## config.mk

```make
export PLATFORM = sky130hd
export DESIGN_NAME = cve2_sleep_ctrl
export DESIGN_NICKNAME = d
export VERILOG_FILES = /design/src/rtl/cve2_sleep_ctrl.sv
export SDC_FILE = /design/constraint.sdc
export NUM_CORES = 1
export LEC_CHECK = 0
export BUFFER_PORTS_ARGS = -buffer_cell sky130_fd_sc_hd__buf_2
export CORE_MARGIN = 1
export CORE_UTILIZATION = 49
export DETAILED_ROUTE_END_ITERATION = 6
export PLACE_DENSITY = 0.84
export SYNTH_ARGS = -nofsm -noshare
export SYNTH_HDL_FRONTEND = slang
export SYNTH_SLANG_ARGS = --single-unit
```

## constraint.sdc

```tcl
create_clock -name clk_i -period 1.8 [get_ports clk_i]
set_clock_uncertainty 0.05 [all_clocks]
set_input_delay 0.18 -clock clk_i [delete_from_list [all_inputs] [get_ports clk_i]]
set_output_delay 0.18 -clock clk_i [all_outputs]
set_load 0.03 [all_outputs]
```

## src/rtl/cve2_sleep_ctrl.sv

```systemverilog
// Core clock-gate enable and sleep controller.
// Gates the core clock after a programmable idle run and wakes it on any
// unmasked wake request, on core busy or when sleeping is disallowed.
//
// Ports:
//   clk_i, rst_i     free-running clock, async active-high reset
//   test_en_i        DFT override, forces clk_en_o high
//   core_busy_i      core reports activity
//   sleep_allow_i    1 = gating permitted
//   wake_req_i       level wake requests, one per source
//   wake_mask_i      1 = source may wake / hold the core awake
//   clk_en_o         enable for the core clock gate
//   core_sleep_o     inverse of clk_en_o
//   wake_src_o       masked sources seen at the last SLEEP exit
//   wake_evt_o       one-cycle pulse after each SLEEP exit
//   sleep_cnt_o      cycles spent in the last/current SLEEP, saturating
module cve2_sleep_ctrl #(
    parameter int unsigned NumWakeSrc = 4,
    parameter int unsigned IdleDelay  = 4,
    parameter int unsigned CntWidth   = 16
) (
    input  logic                  clk_i,
    input  logic                  rst_i,
    input  logic                  test_en_i,
    input  logic                  core_busy_i,
    input  logic                  sleep_allow_i,
    input  logic [NumWakeSrc-1:0] wake_req_i,
    input  logic [NumWakeSrc-1:0] wake_mask_i,
    output logic                  clk_en_o,
    output logic                  core_sleep_o,
    output logic [NumWakeSrc-1:0] wake_src_o,
    output logic                  wake_evt_o,
    output logic [CntWidth-1:0]   sleep_cnt_o
);

    if (NumWakeSrc < 1 || NumWakeSrc > 32) begin : g_bad_nsrc
        $error("NumWakeSrc out of range 1..32");
    end
    if (IdleDelay > 255) begin : g_bad_dly
        $error("IdleDelay out of range 0..255");
    end
    if (CntWidth < 4 || CntWidth > 32) begin : g_bad_cw
        $error("CntWidth out of range 4..32");
    end

    typedef enum logic [1:0] {
        RUN       = 2'd0,
        IDLE_WAIT = 2'd1,
        SLEEP     = 2'd2
    } state_e;

    localparam bit          NoDelay  = (IdleDelay == 0);
    localparam int unsigned TermInt  = NoDelay ? 0 : IdleDelay - 1;
    localparam logic [7:0]  IdleTerm = TermInt[7:0];
    localparam logic [CntWidth-1:0] CntMax = '1;

    state_e                state_q, state_d;
    logic [7:0]            idle_cnt_q, idle_cnt_d;
    logic [CntWidth-1:0]   sleep_cnt_q, sleep_cnt_d;
    logic [NumWakeSrc-1:0] wake_src_q, wake_src_d;
    logic                  wake_evt_q, wake_evt_d;

    logic [NumWakeSrc-1:0] wake_masked;
    logic                  wake_any;
    logic                  idle;

    assign wake_masked = wake_req_i & wake_mask_i;
    assign wake_any    = |wake_masked;
    assign idle        = ~core_busy_i & sleep_allow_i & ~wake_any;

    always_ff @(posedge clk_i or posedge rst_i) begin
        if (rst_i) begin
            state_q     <= RUN;
            idle_cnt_q  <= '0;
            sleep_cnt_q <= '0;
            wake_src_q  <= '0;
            wake_evt_q  <= 1'b0;
        end else begin
            state_q     <= state_d;
            idle_cnt_q  <= idle_cnt_d;
            sleep_cnt_q <= sleep_cnt_d;
            wake_src_q  <= wake_src_d;
            wake_evt_q  <= wake_evt_d;
        end
    end

    // Next state. Any non-idle cycle (wake included) keeps or returns
    // the core to RUN, so a wake always beats a terminal idle count.
    always_comb begin
        state_d    = state_q;
        idle_cnt_d = idle_cnt_q;
        unique case (state_q)
            RUN: begin
                if (idle) begin
                    if (NoDelay) begin
                        state_d = SLEEP;
                    end else begin
                        state_d    = IDLE_WAIT;
                        idle_cnt_d = '0;
                    end
                end
            end
            IDLE_WAIT: begin
                if (!idle) begin
                    state_d    = RUN;
                    idle_cnt_d = '0;
                end else if (idle_cnt_q == IdleTerm) begin
                    state_d = SLEEP;
                end else begin
                    idle_cnt_d = idle_cnt_q + 8'd1;
                end
            end
            SLEEP: begin
                if (!idle) begin
                    state_d = RUN;
                end
            end
            default: begin
                state_d    = RUN;
                idle_cnt_d = '0;
            end
        endcase
    end

    // Sleep statistics: the counter covers every cycle spent in SLEEP,
    // including the exit cycle, and is held until the next entry.
    always_comb begin
        sleep_cnt_d = sleep_cnt_q;
        wake_src_d  = wake_src_q;
        wake_evt_d  = 1'b0;
        if (state_q == SLEEP) begin
            if (sleep_cnt_q != CntMax) begin
                sleep_cnt_d = sleep_cnt_q + 1'b1;
            end
            if (state_d != SLEEP) begin
                wake_evt_d = 1'b1;
                wake_src_d = wake_masked;
            end
        end else if (state_d == SLEEP) begin
            sleep_cnt_d = '0;
        end
    end

    // Wake path is purely combinational so the clock returns in the
    // same cycle the request arrives.
    always_comb begin
        clk_en_o     = test_en_i | (state_q != SLEEP) | wake_any;
        core_sleep_o = ~clk_en_o;
        wake_src_o   = wake_src_q;
        wake_evt_o   = wake_evt_q;
        sleep_cnt_o  = sleep_cnt_q;
    end

    a_clk_en_known: assert property (
        @(posedge clk_i) disable iff (rst_i) !$isunknown(clk_en_o));

    a_evt_single: assert property (
        @(posedge clk_i) disable iff (rst_i) wake_evt_o |=> !wake_evt_o);

    a_wake_ungates: assert property (
        @(posedge clk_i) disable iff (rst_i)
        !(state_q == SLEEP && wake_any && !clk_en_o));

endmodule

```

# [Word-level counts from Yosys, hierarchy flattened]
# Index checks and enable logic that the tools add are counted.
[op_classes] bitwise_logic=9 reduce_logical=6 mux=14 n_eq_ne=10 addsub=2
[ops] op="16-bit 2-to-1 mux" count=3
[ops] op="8-bit 2-to-1 mux" count=3
[ops] op="8-bit one-hot mux with 3 select lines" count=1
[ops] op="16-bit by 1-bit adder with 16-bit output, second input constant" count=1
[ops] op="16-bit inequality test, second input constant" count=1
[ops] op="8-bit by 1-bit adder with 8-bit output, second input constant" count=1
[ops] op="8-bit by 2-bit equality test with 1-bit output, second input constant" count=1
[ops] op="2-bit 2-to-1 mux" count=4
[ops] op="2-bit inequality test, second input constant" count=3
[ops] op="2-bit one-hot mux with 3 select lines" count=1
[ops] op="4-bit bitwise AND" count=1
[ops] op="2-bit equality test, second input constant" count=2
[ops] op="1-bit NOT" count=4
[ops] op="2-bit AND reduction" count=2
[ops] op="4-bit OR reduction" count=1
[ops] op="3-bit inequality test, second input constant" count=1
[ops] op="3-bit AND reduction" count=1
[ops] op="1-bit bitwise AND" count=2
[ops] op="2-bit by 1-bit equality test with 1-bit output, second input constant" count=1
[ops] op="2-bit logical NOT" count=1
[ops] op="1-bit 2-to-1 mux" count=2
[ops] op="2-bit by 1-bit inequality test with 1-bit output, second input constant" count=1
[ops] op="1-bit bitwise OR" count=2
[ops] op="2-bit nonzero test" count=1
[word_totals] word_cells=46 reg_bits=31 out_inout_bits=23

# [Longest topological paths before layout]
[logic_depth] word_depth=9 mapped_depth=6

# [Worst setup path before layout]
# No wires, ideal clock.
[synth_path] path_kind="reg2reg" from="register sleep_cnt_q[0], in the netlist sleep_cnt_o[0]" to="register sleep_cnt_q[5], in the netlist sleep_cnt_o[5]" setup_ps=124 synth_period_minus_slack_ps=2100 arrival_time_ps=1926 setup_slack_ps=-300 stages_incl_launch_ff=6 required_time_ps=1626 path_cell_list="dfrtp_1 ha_1 nand4_2 o41a_1 and3_1 a211o_1"
[synth_via] elab_chain_len=3 word_cells_on_any_way=6
[synth_lines] element="from (decl)" line="59" rtl="logic [CntWidth-1:0] sleep_cnt_q, sleep_cnt_d;"
[synth_lines] element="from (signal assigned)" line="81" rtl="sleep_cnt_q <= sleep_cnt_d;"
[synth_lines] element="16-bit by 1-bit adder with 16-bit output / 16-bit inequality test (equally long branches)" line="133, 132"
[synth_lines] element="16-bit 2-to-1 mux / 2-bit by 1-bit inequality test with 1-bit output (equally long branches)"
[synth_lines] element="16-bit 2-to-1 mux / 2-bit AND reduction (equally long branches)"
# Several ways; a longest one is shown, not always the timed one. The select of a mux whose other input is x is not followed.
# A chain may end at the register's enable or synchronous reset.

# [Worst setup path in the final report]
[layout_path] from="register state_q[0]" to="output clk_en_o"
[layout_via] elab_chain_len=3
[layout_lines] element="from (decl)" line="57" rtl="state_e state_q, state_d;"
[layout_lines] element="from (signal assigned)" line="79" rtl="state_q <= state_d;"
[layout_lines] element="2-bit inequality test" line="147" rtl="clk_en_o = test_en_i | (state_q != SLEEP) | wake_any;"
[layout_lines] element="1-bit bitwise OR (2 in series)" line="147"
[layout_lines] element="to (decl)" line="29" rtl="output logic clk_en_o,"
# No other way between the ends.

==> results.sh <==
export IMPL_cts_path_max_buffers=2
export IMPL_startpoint_type="flop"
export IMPL_grt_overflow=0
export IMPL_gp_congestion=0.8253
export IMPL_rows=21
export IMPL_cp_max_fo=3
export IMPL_min_from="wake_mask_i[3]"
export IMPL_first_global_vias=1381
export IMPL_post_drt_wl_per_cell_microns=14.81
export IMPL_antenna_cells=0
export IMPL_syn_area_per_cell_sq_um=9.911
export IMPL_stdcell_count=297
export IMPL_grt_usage_pct=23.69
export IMPL_hp_class="input port to flop"
export IMPL_cts_tree="built"
export IMPL_synth_edff_count=0
export IMPL_nets=265
export IMPL_synth_cells=177
export IMPL_power_density_nw_per_um2=573.2
export IMPL_fin_setup_tns_ns=-0.002791
export IMPL_final_setup_worst_slack_ns=-0.002074
export IMPL_layout_commonest_cell="buf_4"
export IMPL_r2r_slack_ns=0.04
export IMPL_r2r_worst_path_cells=5
export IMPL_slew_headroom_pct=73.36
export IMPL_drv_slew=0
export IMPL_ir_drop_mv=0.4534
export IMPL_required_ns=1.57
export IMPL_vias_per_cell=5.825
export IMPL_ant_nets=0
export IMPL_min_to="wake_src_o[3]"
export IMPL_cellLeakagePower_nw=1.185
export IMPL_fill_cells=252
export IMPL_clk_latency_ns=0.34
export IMPL_synthTopCellsByArea="dfrtp_1 44%, nand2_1 4.1%, a22o_1 3.5%, nand4_1 3.2%, a211o_1 2.5%"
export IMPL_synth_main_ff_cell="dfrtp_1"
export IMPL_period_share_pct=100.1
export IMPL_yosys_warnings=0
export IMPL_min_period_ns=1.802
export IMPL_cap_viol_max_count=0
export IMPL_hold_viol=0
export IMPL_die_w_microns=61.83
export IMPL_ys_seq_elements=31
export IMPL_r2r_start="sleep_cnt_o[0]"
export IMPL_start_util_pct=51.75
export IMPL_synthesis_area_sq_um=1754
export IMPL_setup_viol=2
export IMPL_drive_gt1_share_pct=45.02
export IMPL_place_worst_setup_slack_ns=0.02211
export IMPL_routed_wl_mm=4.400
export IMPL_ff_latch_area_sq_um=794.5
export IMPL_whs_path_depth=3
export IMPL_cts_sinks=31
export IMPL_rsz0062_at_grt="true"
export IMPL_synth_top_cell_area_share_pct=44.22
export IMPL_first_pass_iters=4
export IMPL_setup_worst_path_class="flop to primary output"
export IMPL_grt_pass1_wl_mm=6.389
export IMPL_dieArea_sq_um=3823
export IMPL_end_kind="primary output"
export IMPL_dr_total_vias=1730
export IMPL_drc=0
export IMPL_clk_pin_slew_ns=0.11
export IMPL_worst_pin_slew_ns=0.3995
export IMPL_die_y_microns=61.83
export IMPL_mostFrequentLayoutCells="36 x buf_4, 33 x buf_2, 19 x nand2_1"
export IMPL_dp_cells=276
export IMPL_violations="negative setup slack"
export IMPL_crit_path_start="state_q[0]"
export IMPL_yosysSeqAreaShare_pct=44.22
export IMPL_port_buffer_count=35
export IMPL_synthArstFlopShare_pct=100.0
export IMPL_cts_inserted_buffers=5
export IMPL_antenna_found_initial=0
export IMPL_drt_iter0_markers=68
export IMPL_outcome="complete, but fails checks"
export IMPL_io_pins=36
export IMPL_grt_max_degree=32
export IMPL_area_growth_pct=37.23
export IMPL_core_sq_um=3390
export IMPL_yosysTopAreaCell="dfrtp_1"
export IMPL_synth_nets=192
export IMPL_multi_input_area_sq_um=978.4
export IMPL_htree_levels=2
export IMPL_r2r_end="sleep_cnt_o[9]"
export IMPL_synth_cell_types=48
export IMPL_dpl_hpwl_mm=2.907
export IMPL_fmax_mhz=554.9
export IMPL_cts_root_buf="clkbuf_4"
export IMPL_cp_arrival_ns=1.57
[area by class of cell]
cell class	count	share of cell area, %
clock buffer	6	2.131
clock inverter	2	1.455
inverter	6	0.9356
multi-input combinational	134	40.64
sequential	31	33.00
tap	46	2.391
timing repair buffer	72	19.44
[stage by stage]
step                area [sq um]  hold WS, ns  total power, mW  util, %
floorplan                   1797       0.2325           0.7623        -
global placement            2167       0.2282           0.8038    63.93
detailed placement          2167       0.2338           0.8055    63.93
CTS                         2303      0.01915            1.392    67.96
global route                2407      0.02527            1.432    71.02
finish                      2407      0.02491            1.380    71.02
[critical path: stages, from the launching register on]
cell,delay (ns)
dfrtp_1,0.41
or2b_4,0.27
or3_4,0.37
buf_4,0.18
[Yosys cell counts (all sizes together) (3+ instances only)]
cell / instances
a211o: 5
nor3: 7
nor2: 9
xnor2: 5
and4: 3
nor4: 4
o21ai: 9
nand3: 8
nand4: 11
clkbuf: 4
a31o: 3
o21a: 4
nand2: 19
and3: 7
dfrtp: 31
a22o: 7
inv: 6
[routing by layer]
layer | wire, microns | track usage [%]
met2 | 2172 | 39.48
met3 | 288 | 5.797
met1 | 1875 | 30.05
met4 | 63 | 8.571
met5 | 0 | 0
[where the power goes]
part	internal [mW]	total (mW)	switching, mW
clock	0.328	0.584	0.256
combinational	0.0365	0.0915	0.0550
sequential	0.701	0.704	0.00300
total	1.07	1.38	0.314
[sequential cells by signal, summed over array words and instances, names as in the netlist]
name         count
sleep_cnt_o     16
wake_evt_o       1
idle_cnt_q       8
wake_src_o       4
state_q          2
[worst max-delay path by stage]
stage	end	slack, ns
2_1_floorplan	sleep_cnt_o[5]	0.0006
3_5_place_dp	sleep_cnt_o[9]	0.02
3_3_place_gp	sleep_cnt_o[9]	0.08
6_report	clk_en_o	-0.002
5_1_grt	core_sleep_o	-0.06
4_1_cts	core_sleep_o	-0.007
[what timing repair did]
item,4_1_cts,5_1_grt
resized for setup,5,9
hold buffers,1,0
setup buffers,3,9
endpoints found under the setup margin,2,20
hold endpoints to repair,31,0
cloned,0,0
pin swaps,0,9
[logic make-up (layout without fill, tap and decap cells)]
kind of cell | count (synthesis) | count (layout) | share of synthesized area, %
adders and majority gates | 2 | 2 | 1.426
DFF | 31 | 31 | 44.22
and+or+nand+nor | 76 | 76 | 24.96
buffers and inverters | 12 | 86 | 3.138
xor gates and xnor gates | 6 | 6 | 2.996
AOI/OAI and AO/OA | 49 | 49 | 22.68
muxes | 1 | 1 | 0.5706
(Power assumes the default switching activity.)
